### config.mk
export PLATFORM = sky130hd
export DESIGN_NAME = mem_wb_stage_nlane
export DESIGN_NICKNAME = d
export VERILOG_FILES = /design/src/rtl/mem_wb_stage_nlane.sv
export SDC_FILE = /design/constraint.sdc
export NUM_CORES = 1
export LEC_CHECK = 0
export ABC_AREA = 1
export CAP_MARGIN = 20
export CORE_ASPECT_RATIO = 0.9
export CORE_MARGIN = 8
export CORE_UTILIZATION = 30
export CTS_BUF_LIST = sky130_fd_sc_hd__clkbuf_4 sky130_fd_sc_hd__clkbuf_8
export CTS_CLUSTER_DIAMETER = 100
export DETAILED_ROUTE_END_ITERATION = 8
export PLACE_DENSITY = 0.79
export SYNTH_ARGS = -nofsm -noshare
export SYNTH_HDL_FRONTEND = slang
export SYNTH_SLANG_ARGS = --single-unit
### constraint.sdc
create_clock -name clk -period 2.26 [get_ports clk]
set_clock_uncertainty 0.05 [all_clocks]
set_input_delay 0.452 -clock clk [delete_from_list [all_inputs] [get_ports clk]]
set_output_delay 0.452 -clock clk [all_outputs]
set_load 0.02 [all_outputs]
### src/rtl/mem_wb_stage_nlane.sv
// mem_wb_stage_nlane
// N-lane MEM->WB pipeline register. It selects the writeback data before the
// register, resolves same-cycle write-after-write conflicts between lanes so
// that the younger lane wins, and supports per-stage stall and flush.
// Lane 0 is always the older instruction.
// Optional feature macro: MEM_WB_PERF_CNT_EN adds the retired_cnt counter.
module mem_wb_stage_nlane #(
   parameter int LANES  = 2,
   parameter int DATA_W = 32,
   parameter int REG_AW = 5,
   parameter int PC_W   = 6,
   parameter int CNT_W  = 32
) (
   input  logic                      clk,
   input  logic                      reset,
   input  logic                      stall,
   input  logic                      flush,
   input  logic [LANES-1:0]          valid_m,
   input  logic [LANES*DATA_W-1:0]   memoryReadDataMem,
   input  logic [LANES*DATA_W-1:0]   AluResultMem,
   input  logic [LANES*PC_W-1:0]     pcPlus1Mem,
   input  logic [LANES*REG_AW-1:0]   rd_or_rt_M,
   input  logic [LANES*2-1:0]        MemtoRegMem,
   input  logic [LANES-1:0]          RegWriteMem,
   output logic [LANES-1:0]          valid_wb,
   output logic [LANES-1:0]          wb_we,
   output logic [LANES*REG_AW-1:0]   wb_addr,
`ifdef MEM_WB_PERF_CNT_EN
   output logic [LANES*DATA_W-1:0]   wb_data,
   output logic [CNT_W-1:0]          retired_cnt
`else
   output logic [LANES*DATA_W-1:0]   wb_data
`endif
);

   localparam logic [REG_AW-1:0] LINK_REG = REG_AW'(31);

   logic [LANES*DATA_W-1:0] sel_data;
   logic [LANES*REG_AW-1:0] sel_addr;
   logic [LANES-1:0]        we_raw;
   logic [LANES-1:0]        we_fin;

   logic [LANES-1:0]        valid_wb_q, valid_wb_d;
   logic [LANES-1:0]        wb_we_q,    wb_we_d;
   logic [LANES*REG_AW-1:0] wb_addr_q,  wb_addr_d;
   logic [LANES*DATA_W-1:0] wb_data_q,  wb_data_d;

   // Per-lane writeback data/address select and raw write enable
   always_comb begin
      // NOTE: every output of a comb block gets a default first so no latch is inferred.
      sel_data = '0;
      sel_addr = '0;
      we_raw   = '0;
      for (int i = 0; i < LANES; i++) begin
         case (MemtoRegMem[i*2 +: 2])
            2'b01:   sel_data[i*DATA_W +: DATA_W] = memoryReadDataMem[i*DATA_W +: DATA_W];
            2'b10:   sel_data[i*DATA_W +: DATA_W] = DATA_W'(pcPlus1Mem[i*PC_W +: PC_W]);
            default: sel_data[i*DATA_W +: DATA_W] = AluResultMem[i*DATA_W +: DATA_W];
         endcase
         sel_addr[i*REG_AW +: REG_AW] = (MemtoRegMem[i*2 +: 2] == 2'b10) ? LINK_REG
                                                                         : rd_or_rt_M[i*REG_AW +: REG_AW];
         we_raw[i] = valid_m[i] & RegWriteMem[i] & (sel_addr[i*REG_AW +: REG_AW] != '0);
      end
   end

   // Write-after-write resolution: an older lane loses to any younger writer of the same address
   always_comb begin
      we_fin = we_raw;
      for (int i = 0; i < LANES; i++) begin
         for (int j = i + 1; j < LANES; j++) begin
            if (we_raw[j] && (sel_addr[j*REG_AW +: REG_AW] == sel_addr[i*REG_AW +: REG_AW])) begin
               we_fin[i] = 1'b0;
            end
         end
      end
   end

   // Next-state of the WB register: flush beats stall beats capture
   always_comb begin
      valid_wb_d = valid_wb_q;
      wb_we_d    = wb_we_q;
      wb_addr_d  = wb_addr_q;
      wb_data_d  = wb_data_q;
      if (flush) begin
         valid_wb_d = '0;
         wb_we_d    = '0;
         wb_addr_d  = '0;
         wb_data_d  = '0;
      end else if (!stall) begin
         valid_wb_d = valid_m;
         wb_we_d    = we_fin;
         wb_addr_d  = sel_addr;
         wb_data_d  = sel_data;
      end
   end

   // WB register with synchronous active-low reset
   always_ff @(posedge clk) begin
      // NOTE: state registers use non-blocking assignment so every flop samples pre-edge values.
      if (!reset) begin
         valid_wb_q <= '0;
         wb_we_q    <= '0;
         wb_addr_q  <= '0;
         wb_data_q  <= '0;
      end else begin
         valid_wb_q <= valid_wb_d;
         wb_we_q    <= wb_we_d;
         wb_addr_q  <= wb_addr_d;
         wb_data_q  <= wb_data_d;
      end
   end

   assign valid_wb = valid_wb_q;
   assign wb_we    = wb_we_q;
   assign wb_addr  = wb_addr_q;
   assign wb_data  = wb_data_q;

`ifdef MEM_WB_PERF_CNT_EN
   logic [CNT_W-1:0] retired_cnt_q, retired_cnt_d;
   logic [CNT_W-1:0] valid_pop;

   // Retire counter: adds the number of valid lanes on each capture edge, wraps naturally
   always_comb begin
      valid_pop = '0;
      for (int i = 0; i < LANES; i++) begin
         valid_pop = valid_pop + CNT_W'(valid_m[i]);
      end
      retired_cnt_d = retired_cnt_q;
      if (!flush && !stall) begin
         retired_cnt_d = retired_cnt_q + valid_pop;
      end
   end

   // Counter register, cleared only by reset
   always_ff @(posedge clk) begin
      if (!reset) begin
         retired_cnt_q <= '0;
      end else begin
         retired_cnt_q <= retired_cnt_d;
      end
   end

   assign retired_cnt = retired_cnt_q;
`endif

endmodule
# Word-level counts from Yosys, hierarchy flattened
# Index checks and enable logic that the tools add are counted.
[op_classes]
eq_ne = 5
mux = 5
bitwise = 5
reduce_logical = 4
[op_table]
columns = ["cell", "n"]
rows = [
  ["one-hot mux 32 bit (2 select lines)", 2],
  ["2-to-1 mux 5 bit", 2],
  ["nonzero test 5 bit", 2],
  ["equality test 5 bit", 1],
  ["AND 1 bit", 4],
  ["equality test 2 x 1 -> 1 bit (second input constant)", 2],
  ["equality test 2 bit (second input constant)", 2],
  ["OR reduction 2 bit", 1],
  ["logical AND 1 bit", 1],
  ["2-to-1 mux 1 bit", 1],
  ["inverter 1 bit", 1],
]
[totals]
register_bits = 78
input_bits = 162
output_inout_bits = 78
elab_cells = 23

# Depth between registers and ports, before layout
# Gate-level depths: netlist (run 1).
[logic_depth]
ltp_word = 6
mapped_depth = 10
mapped_depth_nobuf = 10

# Worst setup path before layout (run 1)
# OpenSTA, ideal clock, no wires.
[synth_timing]
path_type = "input port to flip-flop"
start = "in MemtoRegMem[2]"
end = "reg wb_data_q[34], in the netlist wb_data[34]"
setup_time_ps = 116
t_arrival_ps = 1424
required_ps = 2094
slack_ps = 670
stages = 8
n_path_buf = 2
cell_sequence = "inv_1 ha_1 buf_4 buf_2 a22oi_1 nand3_1 o211ai_1 inv_1"
[synth_between]
elab_chain_len = 2
word_cells_on_any_way = 3
cone_classes = "eq/ne (2); mux (1)"
[synth_lines]
columns = ["element", "line", "rtl"]
rows = [
  ["start: declaration", "23", "input logic [LANES*2-1:0] MemtoRegMem,"],
  ["equality test 2 bit or equality test 2 x 1 -> 1 bit (tied branches)", "55", "case (MemtoRegMem[i*2 +: 2])"],
  ["one-hot mux 32 bit (2 select lines) *", "55", ""],
  ["end signal: assignment", "109", "wb_data_q <= wb_data_d;"],
  ["end: declaration", "46", "logic [LANES*DATA_W-1:0] wb_data_q, wb_data_d;"],
]
# Every way passes the cells marked *; elsewhere a longest branch is shown, timed or not.
# A chain may end at the register's enable or synchronous reset.

# Final worst setup path (run 1)
[layout_timing]
start = "reg wb_we_q[0], in the netlist wb_we[0]"
end = "out wb_we[0]"
[layout_rtl]
columns = ["element", "line", "rtl"]
rows = [
  ["start: declaration", "44", "logic [LANES-1:0] wb_we_q, wb_we_d;"],
  ["start signal: assignment", "107", "wb_we_q <= wb_we_d;"],
  ["end: declaration", "26", "output logic [LANES-1:0] wb_we,"],
]
# No word-level cell between the ends.

==> results.md, run 1 <==
* Residual DRC at 0
* Vias in the first global route at 4233
* Stages on worst setup path at 1
* Fin. max-slew vios at 0
* # rows at 38
* Crit path DAT at approximately 1.4 ns
* Post-synth ARST share at 0%
* R2r endpoint: wb_we[0]$_SDFFE_PP0N_
* Fillers at 1109
* Initial antenna violation count at 0
* Final Setup Violations at 0
* Synth Flop Type: dfxtp_1
* Int Pwr at 2661 uW
* Slowest cell on crit path: clkdlybuf4s50_1
* Clock power frac at a little over a third
* Seq/Total Area, Yosys at ~44%
* TritonCTS clock tree: built
* Post-layout nets at 893
* Most frequent cell after synthesis: a21oi_1
* FF-to-FF setup slack at 1.54 ns
* Fmax at 530.1 MHz
* Critical-path cell list: clkdlybuf4s50_1
* Total negative slack at 0 ns
* RSZ-0062 raised after global routing: no
* Fin crit period at 1.886 ns
* Beginning of the critical path: wb_we[0]$_SDFFE_PP0N_
* Post-synth top area cell: dfxtp_1
* Clk root buf: clkbuf_8
* I/O Pins at 240
* Relative slew margins at 53.72%
* Logic pwr share at between 20% and 30%
* Top cell type's share of synthesized area at 43.51%
* Synth cell count leaders: a21oi_1 (125), nand2_1 (102), dfxtp_1 (78), o21ai_0 (63), inv_1 (35)
* P_sw at 917.5 uW
* Tightest Pin Transition at 0.6942 ns
* Pleak at 0.002489 uW
* Worst setup SP type: flip-flop
* # hold bufs at CTS at 0
* Placed wire-length estimate at about 11 mm
* Synth Cell Area at 3588 sq um
* Gr ovfl total at 0
* Antenna Cells at 0
* Power Density at 560.4 nW/um^2
* Syn_nets at between 600 and 700
* Via density at ~4.7
* Post-synth EDFFs at 0
* Die ar. at 15720 sq um
* Placer congestion estimate at 0.8276
* Worst vdd ir at 512.5 uV
* Distinct cells, synth at 22
* Status: finished, final reports clean
* Iter 0 DRT Violations at 286
* Top cells by area, synth: dfxtp_1 (44%), a21oi_1 (17%), nand2_1 (11%)
* Setup bufs post-CTS at 0
* Max_cap viols at 0
* Seq pwr share at 40.8%
* Period utilization at 83.47%
* Ratio of cells with drive above 1 in the final layout at ~5.3%
* Critical path class: flip-flop to output port
* Worst skew pair latency at 0.36 ns
* Die height at between 100 and 150 um
* WP data required at approximately 1.8 ns
* TritonRoute pass-1 iters at 5
* Yosys warning count at 0
* Global-route wire length before repair at 22.35 mm
* Sw frac at 25.64%
* Die Width at 131.3 um
* Post-cts sizing count at 0
* CP Max Fanout at 2
* Synth Area per Inst at between 7 and 8 sq um
* GRT Util Overall at 17.46%
* Syn Inst Count at between 500 and 600
* Htree depth at 3
* CORE AREA at 11890 sq um
* Final Hold Fails at 0
* Port Buffers at 239
* Synthesized flop and latch total at 78
* Final ANT Viol Nets at 0
* Reg2reg path depth at 2
* CTS buffer count at 9
* Clock Sinks at slightly below 80
* CP endpoint: wb_we[0]
* Top delay family on crit path: buffers and inverters
* Area grow syn2layout at 77.93%
* Maximum clock insertion buffer count at 2
* Type of the worst min-delay path: flip-flop to flip-flop
* Detailed Route WL at roughly 14 mm
* Worst-path clk slew at 0.07 ns
* Max incr delay on CP at 0.65 ns
* Largest net degree at the start of global routing at 77
* Worst Setup End Kind: output port
* Average wire per standard cell at 15.99 um
* Vias at 4223
* Buf/Inv on CP at 1
* Initial core utilization at between 30% and 40%
* Reg-to-reg critical path startpoint: wb_we[0]$_SDFFE_PP0N_
* Util after Layout at a little over half
metrics by stage:
stage | hold WS (ns) | setup slack, ns | power (uW) | area [sq um] | std cells
2_1_floorplan | 0.4939 | 0.6698 | 1837 | 3588 | 501
3_3_place_gp | 0.4056 | 0.07493 | 2329 | 6145 | 876
3_5_place_dp | 0.4100 | 0.05450 | 2333 | 6145 | 876
4_1_cts | 0.4213 | 0.3302 | 3631 | 6385 | 891
5_1_grt | 0.4546 | 0.2876 | 3758 | 6385 | 891
6_report | 0.4194 | 0.3736 | 3578 | 6385 | 891
cell families (layout without fill, tap and decap cells):
group                      after synthesis  in the layout  share of synthesized area [%]
adders and majority gates                4              4                          1.395
AOI/OAI and AO/OA                      207            207                          30.13
and+or+nand+nor                        137            137                          15.62
buffers and inverters                   75            305                          9.344
DFF                                     78             78                          43.51
routing by layer:
layer / wire length (um) / vias to the layer above / GRT usage (%)
li1: - / 2137 / -
met5: 0 / - / 0
met4: 265 / 0 / 5.806
met2: 6584 / 153 / 27.73
met3: 1408 / 19 / 8.772
met1: 5988 / 1914 / 20.12
how the worst min path moves through the flow:
stage	start	endpoint	slack, ns	cells after the start
2_1_floorplan	valid_wb[0]$_SDFFE_PP0N_	valid_wb[0]$_SDFFE_PP0N_	0.49	2
3_3_place_gp	valid_wb[0]$_SDFFE_PP0N_	valid_wb[0]$_SDFFE_PP0N_	0.41	2
3_5_place_dp	valid_wb[0]$_SDFFE_PP0N_	valid_wb[0]$_SDFFE_PP0N_	0.41	2
4_1_cts	valid_wb[0]$_SDFFE_PP0N_	valid_wb[0]$_SDFFE_PP0N_	0.42	2
5_1_grt	valid_wb[1]$_SDFFE_PP0N_	valid_wb[1]$_SDFFE_PP0N_	0.45	2
6_report	valid_wb[0]$_SDFFE_PP0N_	valid_wb[0]$_SDFFE_PP0N_	0.42	2
power by group through the flow:
stage | clock network, uW | logic, uW | registers, uW
CTS | 1330 | 845 | 1460
global placement | 0 | 839 | 1490
floorplan | 0 | 274 | 1560
detailed placement | 0 | 841 | 1490
global route | 1380 | 910 | 1470
finish | 1280 | 840 | 1460
layout by cell type, fill, tap and decap left out:
cell type,instances
clkbuf_4,1
nor2_1,13
nand3_1,15
o21bai_1,1
clkdlybuf4s50_1,238
bufinv_16,3
nand2_2,1
clkinv_2,2
nor2_2,3
a21oi_1,125
inv_1,35
buf_4,11
ha_1,4
clkbuf_8,10
buf_12,4
o211ai_1,12
o21ai_0,63
buf_2,1
a22oi_1,5
o21ai_1,1
nand2_1,102
dfxtp_1,78
nor2_4,3
state kept, by name, indices dropped and copies added (netlist names):
name / count
wb_addr: 10
valid_wb: 2
wb_data: 64
wb_we: 2
area by class of cell:
class / count / area [sq um] / share of cell area [%]
timing repair buffer: 254 / 2550 / 39.94
multi-input combinational: 348 / 1697 / 26.57
sequential: 78 / 1562 / 24.46
tap: 160 / 200.2 / 3.135
clock buffer: 11 / 145.1 / 2.273
inverter: 36 / 136.4 / 2.136
clock inverter: 4 / 95.09 / 1.489
No activity file was read; power rests on OpenSTA's default activity.
==> run 2, diff against run 1 <==
Settings changed: PLACE_DENSITY 0.79 to 0.82.
Clock period 2.26 ns to 1.7 ns, I/O delays scaled along.
==> run 2 against run 1 <==
Against the previous run:
- clock-buffer cell count fell by 1
- largest power group unchanged
- via count grew 1.7%
- largest cell class unchanged
- register-to-register slack worse by 0.55 ns
- flip-flop and latch count unchanged
- sequential share of layout area decreased by 0.89 points
- critical path type is now input port to flip-flop
- clock power is 19% higher
- die area did not move
- combinational power grew 39%
- final area grew 3.8%
- worst hold slack got worse by 0.033 ns
==> results.md, run 2 (synthesized netlist as in run 1, its figures left out) <==
* Total negative slack at 0 ns (unchanged)
* Met3 Wirelength at 1.316 mm (-6.5%)
* Critical-path cell list: clkdlybuf4s50_1, ha_4, buf_6, nor2_4, buf_4, clkbuf_16, nand2_1, a21oi_1
* Worst vdd ir at 468.0 uV (-8.7%)
* Vias in the first global route at 4257 (+0.57%)
* Pwr Total at 4626 uW (+29%)
* Fillers at 1134 (+2.3%)
* Max_cap viols at 0 (unchanged)
* Residual DRC at 0 (unchanged)
* TritonCTS clock tree: built
* Status: finished, final reports clean
* Placer congestion estimate at 0.8567 (+3.5%)
* Critical path class: input port to flip-flop
* # rows at 38 (unchanged)
* Top sig layer: met4
* DP Area at 6387 sq um (+4.0%)
* Worst setup SP type: input port
* Placed wire-length estimate at 11.24 mm (+5.4%)
* FF-to-FF setup slack at 0.99 ns (-0.55 ns)
* Final Hold Fails at 0 (unchanged)
* Tightest Pin Transition at 0.2997 ns (-0.3945 ns)
* Port Buffers at 239 (unchanged)
* Metal1 wirelength at 6.276 mm (+4.8%)
* Clk root buf: clkbuf_8
* Final Setup Violations at 0 (unchanged)
* Maximum clock insertion buffer count at 2 (unchanged)
* CTS buffer count at 9 (unchanged)
* Average wire per standard cell at 16.23 um (+1.5%)
* R2r endpoint: wb_data[2]$_SDFFE_PP0N_
* Clock Sinks at 78 (unchanged)
* Reg2reg path depth at 2 (unchanged)
* # hold bufs at CTS at 0 (unchanged)
* CORE AREA at 11890 sq um (unchanged)
* Gr ovfl total at 0 (unchanged)
* Crit path DAT at 1.87 ns (+0.49 ns)
* Worst Setup End Kind: flip-flop
* Power Density at 698.3 nW/um^2 (+25%)
* Hold path start: stall
* Max reg flops at 64 (unchanged)
* Worst skew pair latency at 0.33 ns (-0.03 ns)
* Max incr delay on CP at 0.54 ns (-0.11 ns)
* Fin. max-slew vios at 0 (unchanged)
* Die ar. at 15720 sq um (unchanged)
* Commonest cells after routing, fill and taps aside: clkdlybuf4s50_1 (159), a21oi_1 (125), nand2_1 (102)
* Period utilization at 96.82%
* Die Width at 131.3 um (unchanged)
* TritonRoute pass-1 iters at 4 (-1)
* Place WS at -0.4071 ns (-0.4616 ns)
* Via density at 4.689 (-1.1%)
* RSZ-0062 raised after global routing: no
* CP Max Fanout at 14 (+12)
* Reg-to-reg critical path startpoint: wb_data[2]$_SDFFE_PP0N_
* WP data required at 1.92 ns (+0.16 ns)
* Detailed Route WL at 14.87 mm (+4.4%)
* Worst-path clk slew at 0.08 ns (about the same)
* Htree depth at 3 (unchanged)
* WHS Endpoint: wb_addr[9]$_SDFFE_PP0N_
* Final Cell Area at 6625 sq um (+3.8%)
* Largest net degree at the start of global routing at 49 (-36%)
* Reg area at 1562 sq um (unchanged)
* Hold path depth at 3 (+1)
* Type of the worst min-delay path: input port to flip-flop
* Die height at 119.8 um (unchanged)
* Antenna Cells at 0 (unchanged)
* Routed length on met2 at 7.029 mm (+6.8%)
* Initial core utilization at 30.19% (unchanged)
* Area occupied by multi-input gates at 1734 sq um (+2.2%)
* Pleak at 0.003130 uW (+26%)
* Global-route wire length before repair at 22.91 mm (+2.5%)
* Fmax at a little over 600 MHz
* Final ANT Viol Nets at 0 (unchanged)
* Area grow syn2layout at 84.62%
* Hold Slack at 0.3860 ns (-0.03342 ns)
* I/O Pins at 240 (unchanged)
* Most common cell after layout, fill and taps aside: clkdlybuf4s50_1
* Ratio of cells with drive above 1 in the final layout at 9.656% (+4.3 points)
* GRT Util Overall at 17.78% (+0.32 points)
* Slowest cell on crit path: clkdlybuf4s50_1
* Iter 0 DRT Violations at 211 (-26%)
* Beginning of the critical path: MemtoRegMem[1]
* Initial antenna violation count at 0 (unchanged)
* Post-layout nets at 919 (+2.9%)
* Fin crit period at around 1.6 ns
* Relative slew margins at 80.10% (+26 points)
* Setup ws final at 0.05400 ns (-0.3196 ns)
* Vias at 4295 (+1.7%)
==> run 2: layer usage <==
layer | vias up | GRT usage [%]
li1 | 2189 | -
met1 | 1928 | 20.74
met2 | 162 | 29.23
met3 | 16 | 7.519
met4 | 0 | 5.448
met5 | - | 0
==> run 2: power by group <==
part	leakage [uW]	switching (uW)	internal (uW)
Combinational	0.00239	533	639
Clock	0.000104	667	849
Sequential	0.000638	34.0	1900
==> run 2: how the worst max path moves through the flow <==
stage | endpoint | slack, ns | depth (start not counted)
3_5_place_dp | wb_data[1]$_SDFFE_PP0N_ | -0.41 | 10
3_3_place_gp | wb_data[1]$_SDFFE_PP0N_ | -0.34 | 10
4_1_cts | wb_data[14] | 0.001 | 1
6_report | wb_data[16]$_SDFFE_PP0N_ | 0.05 | 8
2_1_floorplan | wb_data[34]$_SDFFE_PP0N_ | 0.22 | 8
5_1_grt | wb_we[0]$_SDFFE_PP0N_ | 0.004 | 10
==> run 2: area by class of cell <==
cell class	instances	share of cell area, %
repair buffers	280	42.00
multi-input cells	348	26.18
flip-flops and latches	78	23.57
well taps	160	3.022
clock buffers	10	2.077
inverters	36	2.059
clock inverters	4	1.095
==> run 2: worst max-delay path, delay by kind of cell <==
family / cells / cell delay (ns)
fa+ha+maj: 1 / 0.23
buf+inv: 4 / 0.97
compound gates: 1 / 0.13
simple gates: 2 / 0.18
==> run 2: stage by stage <==
step,util [%],std cells
after floorplan,-,501
after global placement,53.74,900
after detailed placement,53.74,900
after CTS,54.94,914
after global routing,55.74,916
final,55.74,916
==> run 2: timing repair <==
item,CTS,global route
hold endpoints to repair,0,0
gates resized for setup,69,21
endpoints found under the setup margin,72,37
pin swaps,0,2
cloned,0,1
setup buffers,0,1
==> run 3, diff against run 2 <==
Settings changed: CORE_MARGIN 8 to unset, HOLD_SLACK_MARGIN set to 0.15.
==> run 3 against run 2 <==
Against the previous run:
- final cell count down 0.87%
- sequential power about the same
- worst setup slack better by 0.038 ns
- highest routed layer unchanged
==> results.md, run 3 (synthesized netlist as in run 1, its figures left out) <==
* Post-layout nets at 913 (-0.65%)
* Worst setup SP type: input port
* Fmax at 621.7 MHz (+2.3%)
* Die height at 105.8 um (-12%)
* Final ANT Viol Nets at 0 (unchanged)
* Int Pwr at 3454 uW (+1.8%)
* Initial core utilization at 31.13% (+0.94 points)
* Status: finished, final reports clean
* CP endpoint: wb_data[24]$_SDFFE_PP0N_
* GRT Util Overall at 21.33% (+3.5 points)
* Seq pwr share at 41.0% (-0.9 points)
* CORE AREA at 11530 sq um (-3.0%)
* Htree depth at 3 (unchanged)
* I/O Pins at 240 (unchanged)
* P_sw at 1279 uW (+3.7%)
* Vias in the first global route at 4216 (-0.96%)
* Port Buffers at 239 (unchanged)
* TritonCTS clock tree: built
* Via density at 4.793 (+2.2%)
* Crit path DAT at 1.83 ns (-0.04 ns)
* Die ar. at 12400 sq um (-21%)
* Sw frac at 27.02% (+0.35 points)
* WP data required at 1.92 ns (about the same)
* Critical path class: input port to flip-flop
* Vias at 4352 (+1.3%)
* Type of the worst min-delay path: input port to flip-flop
* Gr ovfl total at 0 (unchanged)
* Antenna Cells at 0 (unchanged)
* Max reg flops at 64 (unchanged)
* Reg-to-reg critical path startpoint: wb_data[9]$_SDFFE_PP0N_
* CTS buffer count at 9 (unchanged)
* Period utilization at 94.61% (-2.2 points)
* Die Width at 117.3 um (-11%)
* Maximum clock insertion buffer count at 2 (unchanged)
* TritonRoute pass-1 iters at 4 (unchanged)
* Beginning of the critical path: MemtoRegMem[0]
* Pleak at 0.003045 uW (-2.7%)
* Worst vdd ir at 522.3 uV (+12%)
* Fin crit period at 1.608 ns (-0.03758 ns)
* R2r endpoint: wb_data[9]$_SDFFE_PP0N_
* Detailed Route WL at 13.43 mm (-9.7%)
* # rows at 37 (-2.6%)
* Commonest cells after routing, fill and taps aside: clkdlybuf4s50_1 (160), a21oi_1 (125), nand2_1 (102)
* Worst Setup End Kind: flip-flop
* Area grow syn2layout at 83.72%
* Power Density at 717.9 nW/um^2 (+2.8%)
* Setup bufs post-CTS at 0 (unchanged)
* Reg2reg path depth at 2 (unchanged)
* FF-to-FF setup slack at 0.98 ns (about the same)
* Iter 0 DRT Violations at 230 (+9.0%)
* Tightest Pin Transition at 0.2922 ns (-0.007478 ns)
* Max_cap viols at 0 (unchanged)
* Placed Cells at 892 (-0.89%)
* Initial antenna violation count at 0 (unchanged)
* Logic pwr share at 24.7% (-0.6 points)
* Final Setup Violations at 0 (unchanged)
* Ratio of cells with drive above 1 in the final layout at 8.910% (-0.75 points)
* Placed wire-length estimate at 9.722 mm (-14%)
* Global-route wire length before repair at 20.49 mm (-11%)
* Worst-path clk slew at 0.08 ns (about the same)
* Placer congestion estimate at 0.8487 (-0.93%)
* Hold Slack at 0.4007 ns (+0.01472 ns)
* CP Max Fanout at 19 (+5)
* Clock power frac at 34.3% (+1.5 points)
* RSZ-0062 raised after global routing: no
* Fin. max-slew vios at 0 (unchanged)
* # hold bufs at CTS at 0 (unchanged)
* Most common cell after layout, fill and taps aside: clkdlybuf4s50_1
* Pwr Total at 4733 uW (+2.3%)
* Fin cells at 908 (-0.87%)
* Clk root buf: clkbuf_8
* Final Hold Fails at 0 (unchanged)
* Relative slew margins at 80.52% (+0.42 points)
* Average wire per standard cell at 14.79 um (-8.9%)
* Total negative slack at 0 ns (unchanged)
* Largest net degree at the start of global routing at 63 (+29%)
* Clock Sinks at 78 (unchanged)
* Worst skew pair latency at 0.35 ns (+0.02 ns)
* Residual DRC at 0 (unchanged)
==> run 3: how the worst min path moves through the flow <==
stage | from | to | slack (ns) | cells past startpoint
after floorplan | memoryReadDataMem[55] | wb_data[55]$_SDFFE_PP0N_ | 0.43 | 2
after global placement | valid_wb[0]$_SDFFE_PP0N_ | valid_wb[0]$_SDFFE_PP0N_ | 0.41 | 2
after detailed placement | valid_wb[0]$_SDFFE_PP0N_ | valid_wb[0]$_SDFFE_PP0N_ | 0.41 | 2
after CTS | stall | wb_addr[7]$_SDFFE_PP0N_ | 0.39 | 3
after global routing | stall | wb_addr[5]$_SDFFE_PP0N_ | 0.40 | 3
final | stall | wb_addr[5]$_SDFFE_PP0N_ | 0.40 | 3
==> run 3: critical path: stages <==
cell	delay, ns
clkdlybuf4s50_1	0.51
inv_1	0.09
ha_4	0.33
buf_12	0.15
buf_12	0.15
a21oi_1	0.07
a21oi_1	0.18
==> run 3: timing repair <==
item / in CTS / in global routing
pin swaps: 0 / 0
resized for setup: 72 / 16
endpoints found under the setup margin: 74 / 38
hold endpoints to repair: 0 / 0
==> run 3: through the flow <==
step	util, %	instance area, sq um	setup slack (ns)
floorplan	-	3588	0.2218
detailed placement	55.43	6390	-0.4149
global route	57.19	6593	0.04461
CTS	56.76	6543	0.00001277
finish	57.19	6593	0.09158
global placement	55.43	6390	-0.3834
==> run 3: layer usage <==
metal  vias to the layer above  wire length [um]  track usage (%)
met5                         -                 0                0
met4                         0               232            7.052
met3                        20              1151            7.073
met2                       175              6416            36.39
met1                      1977              5630            24.72
li1                       2180                 -                -
==> run 3: area by class of cell <==
class,count,area [sq um]
clock buffer,11,151.4
clock inverter,5,81.33
fill,1058,4935
inverter,36,136.4
multi-input combinational,348,1734
sequential,78,1562
tap,156,195.2
timing repair buffer,274,2733
==> run 3: power groups by stage <==
| stage | combinational (uW) | clock, uW | sequential (uW) |
|---|---|---|---|
| 4_1_cts | 1160 | 1670 | 1940 |
| 2_1_floorplan | 364 | 0 | 2080 |
| 6_report | 1170 | 1620 | 1940 |
| 3_3_place_gp | 1190 | 0 | 1980 |
| 3_5_place_dp | 1200 | 0 | 1990 |
| 5_1_grt | 1260 | 1750 | 1950 |
